$ cat config.mk
export PLATFORM = sky130hd
export DESIGN_NAME = onehot_rr_arbiter
export DESIGN_NICKNAME = d
export VERILOG_FILES = /design/src/rtl/onehot_rr_arbiter.sv
export SDC_FILE = /design/constraint.sdc
export NUM_CORES = 1
export LEC_CHECK = 0
export ABC_AREA = 1
export ABC_CLOCK_PERIOD_IN_PS = 6500
export BUFFER_PORTS_ARGS = -buffer_cell sky130_fd_sc_hd__buf_2
export CAP_MARGIN = 10
export CORE_MARGIN = 8
export CORE_UTILIZATION = 50
export CTS_CLUSTER_SIZE = 30
export DETAILED_ROUTE_END_ITERATION = 10
export PLACE_DENSITY = 0.81
export SYNTH_ARGS = -nofsm -noshare
export SYNTH_HDL_FRONTEND = slang
export SYNTH_SLANG_ARGS = --single-unit
$ cat constraint.sdc
create_clock -name clk -period 6.5 [get_ports clk]
set_input_delay 0.325 -clock clk [delete_from_list [all_inputs] [get_ports clk]]
set_output_delay 0.325 -clock clk [all_outputs]
set_load 0.005 [all_outputs]
$ cat src/rtl/onehot_rr_arbiter.sv
// 16-way round-robin arbiter driving a 16-to-4 encoder: registered one-hot grant with a forced idle gap.
// Optional hold-limit timeout built when ONEHOT_ARB_TIMEOUT_EN is defined; release_grant carries the owner's release (release is a reserved word).
module onehot_rr_arbiter #(
  parameter int MAX_HOLD = 8
) (
  input  logic        clk,
  input  logic        reset_n,
  input  logic [15:0] req,
  input  logic        release_grant,
  output logic [15:0] grant_out,
  output logic        grant_valid,
  output logic        timeout
);

  // state | meaning
  // IDLE  | no grant; arbitrate from ptr when req is non-zero
  // GRANT | one-hot grant held until release, withdraw or hold limit
  // GAP   | one all-zero cycle so the encoder never hops between owners
  typedef enum logic [1:0] {
    IDLE  = 2'd0,
    GRANT = 2'd1,
    GAP   = 2'd2
  } state_t;

  state_t      state_q, state_d;
  logic [15:0] grant_d;
  logic [3:0]  ptr_q, ptr_d;
  logic        timeout_d;
  logic        hold_hit;
  logic        withdrawn;
  logic        pick_found;
  logic [3:0]  pick_idx;
  logic [3:0]  scan_idx;

  // Rotating priority search: first set bit at or above ptr, wrapping 15 -> 0.
  always_comb begin
    pick_found = 1'b0;
    pick_idx   = ptr_q;
    scan_idx   = ptr_q;
    for (int i = 0; i < 16; i++) begin
      scan_idx = ptr_q + 4'(i);
      if (!pick_found && req[scan_idx]) begin
        pick_found = 1'b1;
        pick_idx   = scan_idx;
      end
    end
  end

  assign withdrawn = ~|(req & grant_out);

`ifdef ONEHOT_ARB_TIMEOUT_EN
  logic [7:0] hold_q;

  assign hold_hit = (hold_q == 8'(MAX_HOLD - 1));

  always_ff @(posedge clk or negedge reset_n) begin
    if (!reset_n)              hold_q <= '0;
    else if (state_q == GRANT) hold_q <= hold_q + 8'd1;
    else                       hold_q <= '0;
  end
`else
  logic unused_max_hold;

  assign hold_hit        = 1'b0;
  assign unused_max_hold = ^8'(MAX_HOLD);
`endif

  always_comb begin
    state_d   = state_q;
    grant_d   = grant_out;
    ptr_d     = ptr_q;
    timeout_d = 1'b0;
    case (state_q)
      IDLE: begin
        grant_d = '0;
        if (pick_found) begin
          grant_d = 16'h0001 << pick_idx;
          ptr_d   = pick_idx + 4'd1;
          state_d = GRANT;
        end
      end
      GRANT: begin
        if (release_grant || withdrawn) begin
          grant_d = '0;
          state_d = GAP;
        end else if (hold_hit) begin
          grant_d   = '0;
          timeout_d = 1'b1;
          state_d   = GAP;
        end
      end
      GAP: begin
        grant_d = '0;
        state_d = IDLE;
      end
      default: begin
        grant_d = '0;
        state_d = IDLE;
      end
    endcase
  end

  always_ff @(posedge clk or negedge reset_n) begin
    if (!reset_n) begin
      state_q     <= IDLE;
      ptr_q       <= '0;
      grant_out   <= '0;
      grant_valid <= 1'b0;
      timeout     <= 1'b0;
    end else begin
      state_q     <= state_d;
      ptr_q       <= ptr_d;
      grant_out   <= grant_d;
      grant_valid <= |grant_d;
      timeout     <= timeout_d;
    end
  end

endmodule

==> metrics, run 1 <==
status finished, final reports clean; EDFF count, synth 0; Setup Viol. Count Final 0; per-cell routed wire length 15.6 um; YS warnings 0; Final period util slightly above 80%; commonest non-fill, non-tap cell in the layout nand2_1; worst hold-check path type in -> async; Critical Path Fanout Max 16; antenna violations before repair 0; DRT iter0 DRCs just under 300; TritonRoute pass-1 iters 5; placed wire-length estimate around 7700 um; Final min period 5.36 ns; first-pass GRT wire length ~15000 um; Syn Inst Count 509; commonest non-fill, non-tap cells in the layout nand2_1 (163), nand3_1 (96), inv_1 (60); setup repair after global routing missed its margin false; post-CTS sizing 0; io pins 37; required time worst endpoint 6.68 ns; clk root buf clkbuf_8; largest family of logic cells by synthesized area simple AND/OR/NAND/NOR gates; Max Cap Violations 0; worst path arrival time 5.53 ns; nets 567; largest net degree at the start of global routing 24; CTS clk-pin slew, worst paths 0.09 ns; DRC Markers 0; Core Region between 0.005 and 0.006 mm^2; total number of vias 3511; startpoint class of the critical path flip-flop; top_reg_cell synth dfrtp_1; Num CTS Buffers 3; syn_area_per_cell 6.02 um^2; proportion of synthesized area in mux cells 0%; Die X-Extent around 94 um; Yosys reg bits 23; Placed Cells 606; total track usage 21.7%; CTS H-tree lvls 1; most crowded layer after global routing met2; Hold Vio Cnt, Final 0; Final Core Density 55.7%; fin cells between 600 and 700; RD Place Congestion 0.958; CTS tree built; Antenna Cells 0; die outline area 0.00889 mm^2; Slew @ Worst Pin 0.860 ns; Slowest-stage cell, CP dfrtp_1; # Post-CTS Setup Buffers 0; Synth area leader nand2_1; vias in the first global route 3283; Post-Route WL about 9500 um; Vias/cell 5.76; Netlist Area Pre-Place 0.00306 mm^2; setup_tns 0 ns; Adder-Cell Fraction of Synth Area between 4 and 5%; Antenna Nets Post-Route 0; Synth-to-Final Area Change 7.68%; synth unique cells 38; CP endpoint kind flip-flop; Max clock buf depth 2; worst-skew pair later-pin latency 0.28 ns; Max stage delay on crit path 0.71 ns; Post-synth ARST share 100%; grt ovf 0; top cells by area, synth nand2_1 (20%), dfrtp_1 (19%), nand3_1 (16%), inv_1 (7.3%), ha_1 (4.9%); critical path class reg -> reg; # rows 28; Slew Limit Headroom 42.0%; register area share after synthesis 18.8%; Simple-Gate Fraction of Synth Area approximately half; compound-cell area share of the yosys netlist 12.2%; M2 GR Usage 37.6%; grt met3 use 3.20%; Synth top area share approximately 20%; IO Port Bufs 35; # clock sinks 23; Initial Utilization 51.8%; Final Skew between 0.004 and 0.005 ns; cts hold-fix bufs 0; share of layout cells above drive strength 1 14.8%; fin. max-slew vios 0; GR Layer Usage met1 between 20% and 30%; max frequency about 190 MHz; die height 94.3 um; Mapped Nets 540; XOR/XNOR share of the synthesized area approximately 2.2%
[kinds of logic after synthesis]
family | after synthesis
and+or+nand+nor | 326
buffers and inverters | 80
other | 1
AOI/OAI and AO/OA | 60
xor gates and xnor gates | 7
adders and majority gates | 12
DFF | 23
[synthesized netlist by cell type, types with 2 or more instances]
cell and n:
o21ai_1 4, buf_2 6, a22o_1 4, a221oi_1 4, inv_1 60, nand4_1 10, ha_1 12, nand3_1 96
nand2_1 163, nor2_8 2, nor2_2 5, inv_2 5, nand2_4 6, a21oi_1 10, o21a_1 2, nand3_2 7
o211ai_1 4, xor2_1 5, nor2_1 26, nand2_2 6, nor3_1 2, buf_6 2, o21ai_0 27, a21oi_2 2
buf_4 4, dfrtp_1 23
[metrics by stage]
| stage | hold slack (ns) | cell area (um^2) | worst slack [ns] |
|---|---|---|---|
| 2_1_floorplan | 0.0294 | 3060 | 2.38 |
| 3_5_place_dp | 0.321 | 3250 | 1.28 |
| 5_1_grt | 0.0597 | 3300 | 0.654 |
| 3_3_place_gp | 0.314 | 3250 | 1.47 |
| 4_1_cts | 0.0280 | 3300 | 1.26 |
| 6_report | 0.00280 | 3300 | 1.14 |
[worst max-delay path: cells and delay by family, from the launching register on]
family / cells / cell delay [ns]
AO/OA/AOI/OAI: 2 / 0.24
XOR/XNOR: 1 / 0.35
adder cells (fa/ha/maj): 2 / 0.75
buffers and inverters: 4 / 0.94
flip-flops: 1 / 0.71
AND/OR/NAND/NOR: 19 / 2.26
[area by class of cell]
| cell class | instances | area, um^2 |
|---|---|---|
| flip-flops and latches | 23 | 576 |
| clock inverters | 1 | 7.51 |
| fillers | 617 | 2620 |
| inverters | 66 | 248 |
| well taps | 75 | 93.8 |
| clock buffers | 3 | 41.3 |
| repair buffers | 36 | 183 |
| multi-input cells | 406 | 2150 |
[layer usage]
metal | share of wire, % | routed length [um]
met5 | 0 | 0
met4 | 3.9 | 370
met3 | 7.0 | 669
met2 | 49 | 4710
met1 | 40 | 3780
[registers in the layout, summed over array words and instances, names as in the netlist]
signal and cells:
grant_out 16, ptr_q 4, state_q 2, grant_valid 1
[path summary, 6_finish.rpt]
| check | slack [ns] | endpoint | start | cells past startpoint |
|---|---|---|---|---|
| setup / recovery | 1.14 | grant_valid | ptr_q[1] | 28 |
| hold / removal | 0.003 | grant_out[3] | reset_n | 1 |
| setup reg to reg | 1.14 | grant_valid | ptr_q[1] | 28 |
| hold reg to reg | 0.47 | state_q[1] | state_q[1] | 1 |
| max in group asynchronous | 6.16 | ptr_q[1] | reset_n | 1 |
| min in group clk | 0.37 | state_q[0] | release_grant | 4 |
Power of run 1 is not shown: default switching activity piles up to over one toggle a cycle in this logic, so the estimate is an artifact.
==> run 2: changes to the inputs <==
--- a/config.mk
+++ b/config.mk
@@ -6,7 +6,7 @@
 export NUM_CORES = 1
 export LEC_CHECK = 0
 export ABC_AREA = 1
-export ABC_CLOCK_PERIOD_IN_PS = 6500
+export ABC_CLOCK_PERIOD_IN_PS = 5600
 export BUFFER_PORTS_ARGS = -buffer_cell sky130_fd_sc_hd__buf_2
 export CAP_MARGIN = 10
 export CORE_MARGIN = 8
==> constraint.sdc (replaced) <==
create_clock -name clk -period 5.6 [get_ports clk]
set_input_delay 0.28 -clock clk [delete_from_list [all_inputs] [get_ports clk]]
set_output_delay 0.28 -clock clk [all_outputs]
set_load 0.005 [all_outputs]
==> metrics, run 2 (synthesis gave the netlist of run 1 again) <==
Max stage delay on crit path 0.46 ns; vias in the first global route ~3400; Antenna Nets Post-Route 0; Core Region 0.00592 mm^2; Worst Hold End state_q[0]; max frequency 203 MHz; CTS tree built; Hold Vio Cnt, Final 0; FF-to-FF End grant_valid; largest net degree at the start of global routing 24; Max Cap Violations 0; grt ovf 0; share of layout cells above drive strength 1 15.5%; Slew Limit Headroom 60.4%; RD Place Congestion 0.993; nets roughly 570; Regs by FF count grant_out: 16 flops, ptr_q: 4 flops, state_q: 2 flops; worst path arrival time 5.10 ns; Setup Viol. Count Final 0; Num CTS Buffers 3; Final min period 4.94 ns; total number of vias 3517; DRC Markers 0; Max clock buf depth 2; io pins 37; commonest non-fill, non-tap cells in the layout nand2_1 (163), nand3_1 (96), inv_1 (60); total track usage 22.3%; DRT iter0 DRCs 374; # rows 28; Synth-to-Final Area Change 9.23%; Antenna Cells 0; placed wire-length estimate just under 8000 um; status finished, final reports clean; most crowded layer after global routing met2; CTS H-tree lvls 1; die outline area between 0.008 and 0.009 mm^2; required time worst endpoint 5.76 ns; clk root buf clkbuf_8; per-cell routed wire length 15.6 um; Slowest-stage cell, CP ha_1; setup repair after global routing missed its margin false; # clock sinks 23; Die X-Extent 94.3 um; Final Skew roughly 0.0064 ns; Initial Utilization approximately half; worst hold-check path type in -> reg; commonest non-fill, non-tap cell in the layout nand2_1; CP most frequent cell nand2_1; first-pass GRT wire length roughly 16000 um; CP endpoint kind flip-flop; GR Layer Usage met1 approximately 27%; fin. max-slew vios 0; die height 94.3 um; TritonRoute pass-1 iters 5; grt met3 use 2.00%; antenna violations before repair 0; Largest register FFs 16; # Post-CTS Setup Buffers 0; CTS clk-pin slew, worst paths 0.09 ns; Vias/cell 5.71; M2 GR Usage 38.1%; Critical Path Fanout Max 17; startpoint class of the critical path flip-flop; reg-to-reg critical path startpoint ptr_q[0]; HP Start release_grant; slack of the worst reg-to-reg path roughly 0.66 ns; Final period util 88.2%; critical path class reg -> reg; worst-skew pair later-pin latency ~0.27 ns; Slew @ Worst Pin between 0.5 and 0.6 ns; setup_tns 0 ns; largest reg by FF count grant_out; Post-Route WL 9600 um; IO Port Bufs 35; Hold Path Stages 4; FF-to-FF path depth 28
## run 2: changes by cell type in the layout (fill, tap and decap cells not counted), sizes merged
cell,delta
buf,+5
dlygate4sd3,+1
## run 2: how the worst max path moves through the flow
stage	startpoint	end	slack, ns	cells after the start
global route	ptr_q[0]	grant_valid	0.23	28
detailed placement	ptr_q[0]	grant_valid	0.73	28
finish	ptr_q[0]	grant_valid	0.66	28
global placement	ptr_q[0]	grant_valid	0.82	28
CTS	ptr_q[0]	grant_valid	0.73	28
floorplan	ptr_q[1]	grant_valid	1.48	29
## run 2: final cells by class
type	instances	area (um^2)
Clock inverter	1	7.51
Inverter	66	248
Timing Repair Buffer	42	230
Clock buffer	3	41.3
Sequential cell	23	576
Tap cell	75	93.8
Multi-Input combinational cell	406	2150
Fill cell	601	2570
## run 2: critical path, delay by kind of cell (launching register included)
family                   cells  cell delay, ns
flip-flops                   1            0.41
adder cells (fa/ha/maj)      3            0.87
AND/OR/NAND/NOR             15            1.78
AO/OA/AOI/OAI                7            1.01
buffers and inverters        3            0.73
## run 2: metal layers
layer | share of wire (%) | wire length (um) | vias to the layer above
met5 | 0 | 0 | -
met4 | 4.4 | 418 | 0
met3 | 5.2 | 497 | 32
met2 | 48 | 4650 | 136
met1 | 42 | 4030 | 1615
li1 | - | - | 1734
## run 2: stage by stage
step	worst slack (ns)	utilization, %	hold WS, ns	instances	cell area (um^2)
CTS	0.726	56.5	0.337	616	3350
detailed placement	0.733	55.5	0.278	611	3290
global route	0.227	56.5	0.361	616	3350
floorplan	1.48	-	-0.0156	509	3060
global placement	0.820	55.5	0.275	611	3290
finish	0.663	56.5	0.332	616	3350
## run 2: timing repair
action,in CTS,in global routing
resized for setup,0,0
hold buffers,1,0
endpoints found under the hold margin,23,0
Power of run 2 is left out for the same reason.
==> run 3: changes to the inputs <==
--- a/config.mk
+++ b/config.mk
@@ -6,7 +6,7 @@
 export NUM_CORES = 1
 export LEC_CHECK = 0
 export ABC_AREA = 1
-export ABC_CLOCK_PERIOD_IN_PS = 5600
+export ABC_CLOCK_PERIOD_IN_PS = 4900
 export BUFFER_PORTS_ARGS = -buffer_cell sky130_fd_sc_hd__buf_2
 export CAP_MARGIN = 10
 export CORE_MARGIN = 8
==> constraint.sdc (replaced) <==
create_clock -name clk -period 4.9 [get_ports clk]
set_input_delay 0.245 -clock clk [delete_from_list [all_inputs] [get_ports clk]]
set_output_delay 0.245 -clock clk [all_outputs]
set_load 0.005 [all_outputs]
==> metrics, run 3 (synthesis gave the netlist of run 1 again) <==
io pins 37; Top delay family on crit path simple AND/OR/NAND/NOR gates; Max stage delay on crit path around 0.41 ns; Max clock buf depth 2; commonest non-fill, non-tap cell in the layout nand2_1; Final min period 4.39 ns; max frequency 228 MHz; Num CTS Buffers 3; first-pass GRT wire length 15500 um; total number of vias between 3000 and 4000; Final period util 89.6%; share of layout cells above drive strength 1 between 10% and 20%; antenna violations before repair 0; Largest register FFs 16; HP Start release_grant; largest reg by FF count grant_out; startpoint class of the critical path flip-flop; clk root buf clkbuf_8; CTS clk-pin slew, worst paths ~0.090 ns; critical path class reg -> reg; Vias/cell roughly 5.7; CTS H-tree lvls 1; status finished, final reports clean; Initial Utilization 51.8%; Die X-Extent 94.3 um; die outline area 0.00889 mm^2; fin. max-slew vios 0; reg-to-reg critical path startpoint ptr_q[0]; Critical Path Fanout Max 17; grt ovf 0; Worst Hold End state_q[0]; DRT iter0 DRCs 256; Slew Limit Headroom 63.8%; placed wire-length estimate 7730 um; Antenna Nets Post-Route 0; DRC Markers 0; nets approximately 580; commonest non-fill, non-tap cells in the layout nand2_1 (163), nand3_1 (96), inv_1 (59); Post-Route WL 9680 um; worst path arrival time 4.56 ns; Slowest-stage cell, CP dfrtp_1; Regs by FF count grant_out: 16 flops, ptr_q: 4 flops, state_q: 2 flops; Crit. Startpoint ptr_q[0]; Hold Path Stages 4; Final Skew 0.00699 ns; Slew @ Worst Pin 0.538 ns; vias in the first global route 3275; largest net degree at the start of global routing 24; per-cell routed wire length roughly 16 um; Synth-to-Final Area Change 11.8%; setup_tns 0 ns; die height 94.3 um; Antenna Cells 0; required time worst endpoint 5.07 ns; # rows 28; total track usage between 20% and 30%; FILL cells 577; TritonRoute pass-1 iters 5; Max Cap Violations 0; worst hold-check path type in -> reg; Core Region 0.00592 mm^2; setup repair after global routing missed its margin false; Hold Vio Cnt, Final 0; Setup Viol. Count Final 0; FF-to-FF path depth 28; IO Port Bufs 35; # clock sinks 23; RD Place Congestion between 0.9 and 1; CP most frequent cell nand2_1; worst-skew pair later-pin latency 0.27 ns; FF-to-FF End grant_valid; CTS tree built; Worst Path Buf+Inv 4; CP endpoint kind flip-flop; slack of the worst reg-to-reg path 0.51 ns
## run 3: final cells by class
| type | instances | area (um^2) | area share [%] |
|---|---|---|---|
| flip-flops and latches | 23 | 577 | 16.8 |
| clock buffers | 3 | 41.3 | 1.21 |
| well taps | 75 | 93.8 | 2.74 |
| clock inverters | 1 | 7.51 | 0.219 |
| inverters | 66 | 251 | 7.34 |
| multi-input cells | 406 | 2190 | 63.8 |
| repair buffers | 47 | 268 | 7.82 |
## run 3: worst max path at each step
stage             endpoint  cells past startpoint  slack, ns
3_3_place_gp   grant_valid                     27       0.26
2_1_floorplan  grant_valid                     29       0.78
3_5_place_dp   grant_valid                     27       0.15
6_report       grant_valid                     28       0.51
4_1_cts        grant_valid                     27       0.16
5_1_grt        grant_valid                     30       0.01
## run 3: per-stage QoR
stage | hold slack, ns | util [%] | instances | instance area, um^2 | setup WS (ns)
6_report | 0.285 | 57.9 | 621 | 3430 | 0.509
5_1_grt | 0.292 | 57.9 | 621 | 3430 | 0.0105
4_1_cts | 0.285 | 56.8 | 618 | 3360 | 0.161
3_5_place_dp | 0.244 | 55.8 | 613 | 3300 | 0.152
3_3_place_gp | 0.244 | 55.8 | 613 | 3300 | 0.263
2_1_floorplan | -0.0506 | - | 509 | 3060 | 0.776
## run 3: metal layers
metal | track usage, % | part of all wire [%] | vias to the layer above
met2 | 38.4 | 50 | 134
li1 | - | - | 1742
met3 | 2.80 | 5.6 | 27
met1 | 25.5 | 42 | 1609
met5 | 0 | 0 | -
met4 | 8.32 | 2.9 | 0
## run 3: repair_timing
action,in CTS,in global routing
endpoints found under the hold margin,23,0
buffers inserted,0,3
gates resized for setup,0,7
hold buffers,1,0
setup endpoints to repair,0,1
## run 3: worst min-delay path, delay by kind of cell
kind / cells / cell delay (ns)
AND/OR/NAND/NOR: 2 / 0.16
buffers and inverters: 2 / 0.11
Power of run 3 is left out for the same reason.
